### src/rtl/piso_pkg.sv
// Shared state encoding and frame-length helper for the piso_tx transmitter.
package piso_pkg;

  typedef enum logic [1:0] {
    ST_IDLE   = 2'd0,
    ST_SHIFT  = 2'd1,
    ST_PARITY = 2'd2
  } state_t;

  function automatic int frame_len(input int width, input bit parity_en);
    return parity_en ? width + 1 : width;
  endfunction

endpackage

### src/rtl/piso_bit_cnt.sv
// Frame bit counter: sync clear has priority over enable; tc marks the final frame bit.
module piso_bit_cnt
  import piso_pkg::*;
#(
  parameter int CW   = 4,
  parameter int FLEN = 8
) (
  input  logic          clk,
  input  logic          reset,
  input  logic          clr,
  input  logic          en,
  output logic [CW-1:0] cnt,
  output logic          tc
);

  localparam logic [CW-1:0] TC_VAL = CW'(FLEN - 1);

  always_ff @(posedge clk) begin
    if (reset || clr) begin
      cnt <= '0;
    end else if (en) begin
      cnt <= cnt + CW'(1);
    end
  end

  assign tc = (cnt == TC_VAL);

endmodule

### src/rtl/piso_tx.sv
// piso_tx: LSB-first parallel-to-serial transmitter with a valid/ready load port.
// Define PISO_PARITY_EN to append an even-parity bit to every frame.
module piso_tx
  import piso_pkg::*;
#(
  parameter int WIDTH = 8
) (
  input  logic             clk,
  input  logic             reset,
  input  logic             load_valid,
  output logic             load_ready,
  input  logic [WIDTH-1:0] load_data,
  output logic             ser_out,
  output logic             ser_valid,
  output logic             ser_last,
  output logic             busy
);

`ifdef PISO_PARITY_EN
  localparam bit PAR_EN = 1'b1;
`else
  localparam bit PAR_EN = 1'b0;
`endif
  localparam int CNT_W = $clog2(WIDTH);
  localparam int FLEN  = frame_len(WIDTH, PAR_EN);
  localparam logic [CNT_W:0] LAST_DATA = (CNT_W + 1)'(WIDTH - 1);

  state_t           state, state_nxt;
  logic [WIDTH-1:0] sreg, sreg_nxt;
  logic             ser_out_nxt;
  logic [CNT_W:0]   cnt;
  logic             tc;
  logic             accept;
  logic             data_done;
`ifdef PISO_PARITY_EN
  logic             par;
`endif

  piso_bit_cnt #(
    .CW   (CNT_W + 1),
    .FLEN (FLEN)
  ) u_bit_cnt (
    .clk   (clk),
    .reset (reset),
    .clr   ((state == ST_IDLE) || tc),
    .en    (busy),
    .cnt   (cnt),
    .tc    (tc)
  );

  assign busy       = (state != ST_IDLE);
  assign ser_last   = tc;
  assign load_ready = (state == ST_IDLE) || ser_last;
  assign accept     = load_valid && load_ready;
  assign data_done  = (cnt == LAST_DATA);

  always_comb begin
    state_nxt   = state;
    sreg_nxt    = sreg;
    ser_out_nxt = 1'b0;
    unique case (state)
      ST_IDLE: state_nxt = ST_IDLE;
      ST_SHIFT: begin
        if (data_done) begin
`ifdef PISO_PARITY_EN
          state_nxt   = ST_PARITY;
          ser_out_nxt = par;
`else
          state_nxt   = ST_IDLE;
`endif
          sreg_nxt = '0;
        end else begin
          ser_out_nxt = sreg[0];
          sreg_nxt    = sreg >> 1;
        end
      end
      default: state_nxt = ST_IDLE;
    endcase
    // A new word can only arrive when idle or on the last frame bit, so it wins here.
    if (accept) begin
      state_nxt   = ST_SHIFT;
      sreg_nxt    = load_data >> 1;
      ser_out_nxt = load_data[0];
    end
  end

  always_ff @(posedge clk) begin
    if (reset) begin
      state     <= ST_IDLE;
      sreg      <= '0;
      ser_out   <= 1'b0;
      ser_valid <= 1'b0;
    end else begin
      state     <= state_nxt;
      sreg      <= sreg_nxt;
      ser_out   <= ser_out_nxt;
      ser_valid <= (state_nxt != ST_IDLE);
    end
  end

`ifdef PISO_PARITY_EN
  always_ff @(posedge clk) begin
    if (reset) begin
      par <= 1'b0;
    end else if (accept) begin
      par <= ^load_data;
    end
  end
`endif

endmodule

### config.mk
export PLATFORM = sky130hd
export DESIGN_NAME = piso_tx
export DESIGN_NICKNAME = d
export VERILOG_FILES = /design/src/rtl/piso_pkg.sv /design/src/rtl/piso_bit_cnt.sv /design/src/rtl/piso_tx.sv
export SDC_FILE = /design/constraint.sdc
export NUM_CORES = 1
export LEC_CHECK = 0
export ABC_AREA = 0
export ABC_CLOCK_PERIOD_IN_PS = 2200
export CORE_MARGIN = 2
export CORE_UTILIZATION = 28
export CTS_CLUSTER_SIZE = 14
export DETAILED_ROUTE_END_ITERATION = 6
export PLACE_DENSITY = 0.47
export SYNTH_ARGS = -nofsm -noshare
export SYNTH_HDL_FRONTEND = slang
export SYNTH_SLANG_ARGS = --single-unit
### constraint.sdc
create_clock -name clk -period 2.2 [get_ports clk]
set_input_delay 0.22 -clock clk [delete_from_list [all_inputs] [get_ports clk]]
set_output_delay 0.22 -clock clk [all_outputs]
set_load 0.02 [all_outputs]
==> metrics.cfg, run 1 <==
[run_status]
status = finished, final reports clean

[clocking]
cts.htree.levels = 1
insertion_delay_ps = 280
numCtsBuffers = 3
path_clk_slew_ps = 80
cts_hold_buf = 0
clk_path_buf_depth = 2
tritoncts = yes
cts_setup_buffers = 0
cts-resized-gates = 0
root_buffer = clkbuf_4
clock-sinks = 15

[global_route]
antenna_found_initial = 0
grt.total_usage_pct = 13.1
grt_pass1_wl_um = 2660
grt_max_degree = 12
grt_overflow = 0
grt_pass1_vias = 589

[yosys]
yosysWarnings = 0
ys_seq_area_share_pct = 43.3
synth_top_area_cell = dfxtp_1
synth_top_area_share_pct = 43.3
synth_flop_cell = dfxtp_1
syn_area_um2 = 693
syn_avg_cell_area_um2 = 9.50
synth_cell_types = 27
synth-edff-count = 0
ys_seq_elements = 15
synth_cells = 73
synth_area_leaders = dfxtp_1 (43%), a221o_1 (5.8%), nor4b_1 (5.1%)
synth_nets = 85
ys_async_sr_fraction_pct = 0

[cells_and_area]
antenna_cells = 0
drive_gt1_share_pct = 9.78
nets = 105
fin_area_um2 = 918
fin_cells = 122
layout_common_cells = clkdlybuf4s50_1 (15), dfxtp_1 (15), a21oi_1 (5)
fin_util_pct = 38.1
area_delta_synth_final_pct = 32.5

[timing]
hold_viol = 0
fin_crit_ps = 1950
rsz0062_at_grt = false
period_share_pct = 88.7
hold_slack_ps = 454
setup_viol = 0
fin_setup_tns_ps = 0
setup_slack_ps = 249
finalMaxSlewViolations = 0
fin_worst_skew_ps = 1.86
fmax_mhz = 512

[pwr]
finalPower_mw = 0.525
vdd.ir_drop.worst_mv = 0.312
leakagePower_nw = 0.381
p_per_area_nw_per_um2 = 572

[routing]
via_per_inst = 4.96
drt_wl_total_um = 1560
wl_met2_um = 734
wl_met3_um = 69
firstDrtPassIters = 4
drtAntennaViolNets = 0
dr.max_layer_used = met4
wl_per_cell_um = 12.8
post-route-drc-count = 0
drtIter0Drc = 19
vias = 605
drt-met1-wl_um = 745

[floorplanning]
dieArea_um2 = 2890
num_rows = 18
io_pins = 16
die_h_um = 53.8
die_w_um = 53.8
core_area_um2 = 2410
start_util_pct = 28.8

[worst_setup_path]
startpoint = u_bit_cnt.cnt[0]
rr_worst_depth = 6
r2r_slack_ps = 520
r2r-start = u_bit_cnt.cnt[0]
startpoint_type = flip-flop
required_ps = 1980
critPathKind = reg2out
arrival_ps = 1730
worstPathMaxFanout = 7
endpoint_kind = output port

[hold_path]
min_from = u_bit_cnt.cnt[0]
hold-path-cell-count = 1
min_path_type = reg2reg

[placement]
dpl_cell_area_um2 = 892
dp.cells = 118
dp_slack_ps = 522
hpwl_um = 1180
gp_congestion = 0.729
portBuffers = 15

[flow_run]
drv_cap = 0

[per-layer routing]
| layer | track usage (%) | up-vias |
|---|---|---|
| met5 | 0 | - |
| met4 | 3.85 | 0 |
| met3 | 5.00 | 2 |
| met2 | 19.7 | 10 |
| met1 | 17.4 | 279 |
| li1 | - | 314 |
[synth_stat cells, types with 2 or more instances]
library cell,instances
o21ai_0,4
a221o_1,4
nor3b_1,2
nor2b_1,2
a21oi_1,5
a31oi_1,2
nand4b_1,2
o2111a_1,2
or3_1,3
nand3_1,4
dfxtp_1,15
inv_1,4
o211a_1,2
buf_2,3
nor2_1,3
nor4b_1,4
a211oi_1,2
[state kept, by name (all words and copies together), names as in the netlist]
| name | cells |
|---|---|
| u_bit_cnt.cnt | 4 |
| state | 2 |
| ser_out | 1 |
| sreg | 7 |
| ser_valid | 1 |
[report_power, final]
part	switching, mW	internal, mW
clock network	0.0826	0.0703
logic	0.0338	0.0434
registers	0.0104	0.285
total	0.127	0.399
[area by class of cell]
cell class	instances	area, um^2
clock buffer	4	26.3
sequential	15	300
tap	30	37.5
multi-input combinational	50	359
inverter	4	15.0
fill	246	1490
timing repair buffer	19	180
[cells by family after synthesis]
| kind of cell | share of synthesized area [%] |
|---|---|
| AOI/OAI and AO/OA | 23.5 |
| xor gates and xnor gates | 1.26 |
| adders and majority gates | 1.80 |
| buffers and inverters | 4.87 |
| DFF | 43.3 |
| other | 0.541 |
| and+or+nand+nor | 24.7 |
[critical path: stages (launching register included)]
cell and delay (ps):
dfxtp_1 360, ha_1 260, nand3b_4 130, inv_1 90, clkdlybuf4s50_1 610
[path summary, 6_finish.rpt]
check                          end
setup / recovery          ser_last
setup reg to reg           sreg[1]
hold / removal    u_bit_cnt.cnt[0]
hold reg to reg   u_bit_cnt.cnt[0]
(Power assumes the default switching activity.)
==> run 2: changes to the inputs <==
--- a/config.mk
+++ b/config.mk
@@ -12,6 +12,7 @@
 export CTS_CLUSTER_SIZE = 14
 export DETAILED_ROUTE_END_ITERATION = 6
 export PLACE_DENSITY = 0.47
+export SETUP_SLACK_MARGIN = 0.5
 export SYNTH_ARGS = -nofsm -noshare
 export SYNTH_HDL_FRONTEND = slang
 export SYNTH_SLANG_ARGS = --single-unit
==> metrics.cfg, run 2 (synthesis gave the netlist of run 1 again) <==
[global_route]
grt_pass1_vias = 607
grt_pass1_wl_um = 2710
grt.total_usage_pct = 13.4
antenna_found_initial = 0
grt_max_degree = 12
grt_overflow = 0

[timing]
finalMaxSlewViolations = 0
fin_worst_skew_ps = 4.70
rsz0062_at_grt = true
hold_viol = 0
setup_viol = 0
fmax_mhz = 615
setup_slack_ps = 573
fin_crit_ps = 1630
fin_setup_tns_ps = 0
hold_slack_ps = 454
period_share_pct = 73.9

[worst_setup_path]
critPathKind = reg2out
arrival_ps = 1410
rr_worst_depth = 6
worst-path-buf-inv = 1
critical-path-top-delay-family = flip-flops
path_cells = ha_2 -> nand3b_4 -> nand2_1 -> dlygate4sd2_1
r2r-start = u_bit_cnt.cnt[0]
startpoint_type = flip-flop
slowest_delay_ps = 360
crit_cells = 4
startpoint = u_bit_cnt.cnt[0]
endpoint_kind = output port
slowest_stage = dfxtp_1
required_ps = 1980
worstPathMaxFanout = 7

[clocking]
cts.htree.levels = 1
clk_path_buf_depth = 2
path_clk_slew_ps = 80
clock-sinks = 15
cts_setup_buffers = 0
root_buffer = clkbuf_4
insertion_delay_ps = 280
cts_hold_buf = 0
cts-resized-gates = 4
tritoncts = yes
numCtsBuffers = 3

[placement]
portBuffers = 15
dp_slack_ps = 522
hpwl_um = 1180
dp.cells = 118
gp_congestion = 0.729

[cells_and_area]
area_delta_synth_final_pct = 34.5
drive_gt1_share_pct = 14.1
antenna_cells = 0
fin_cells = 122
largest_registers = sreg x7, u_bit_cnt.cnt x4, state x2
regMostFlops = sreg
nets = 105
layout_common_cells = dfxtp_1 (13), clkdlybuf4s50_1 (12), a21oi_1 (5)
final_common_cell = dfxtp_1
largest_register_ffs = 7

[routing]
firstDrtPassIters = 4
drtIter0Drc = 13
post-route-drc-count = 0
via_per_inst = 4.93
drtAntennaViolNets = 0
vias = 602
drt_wl_total_um = 1590
wl_per_cell_um = 13.0

[floorplanning]
start_util_pct = 28.8
io_pins = 16
die_h_um = 53.8
num_rows = 18
dieArea_um2 = 2890
core_area_um2 = 2410
die_w_um = 53.8

[pwr]
leakagePower_nw = 0.385
p_per_area_nw_per_um2 = 565
finalPower_mw = 0.527
vdd.ir_drop.worst_mv = 0.237

[hold_path]
min_path_type = reg2reg
min_from = u_bit_cnt.cnt[0]
hold-path-cell-count = 1

[flow_run]
drv_cap = 0

[run_status]
status = finished, final reports clean

[run 2: worst paths after layout]
| path | to | slack (ps) |
|---|---|---|
| setup / recovery | load_ready | 570 |
| hold / removal | u_bit_cnt.cnt[0] | 450 |
| setup reg to reg | sreg[1] | 590 |
| hold reg to reg | u_bit_cnt.cnt[0] | 450 |
[run 2: metal layers]
layer	part of all wire [%]	track usage, %	vias up
li1	-	-	312
met1	46	16.9	278
met2	49	21.1	10
met3	4.2	5.00	2
met4	0.76	3.85	0
met5	0	0	-
[run 2: per-stage QoR]
step / instance area, um^2 / util (%)
after floorplan: 693 / -
after global placement: 892 / 37.0
after detailed placement: 892 / 37.0
after CTS: 918 / 38.1
after global routing: 932 / 38.7
final: 932 / 38.7
[run 2: cell type report]
cell class              instances  area (um^2)
inverters                       4         15.0
well taps                      30         37.5
fillers                       244         1480
flip-flops and latches         15          303
multi-input cells              50          369
repair buffers                 19          181
clock buffers                   4         26.3
[run 2: power breakdown]
part	switching [mW]	total, mW	leakage [nW]	internal [mW]
Combinational	0.0344	0.0776	0.246	0.0432
Sequential	0.0104	0.296	0.123	0.285
Clock	0.0832	0.154	0.0150	0.0704
Total	0.128	0.527	0.385	0.399
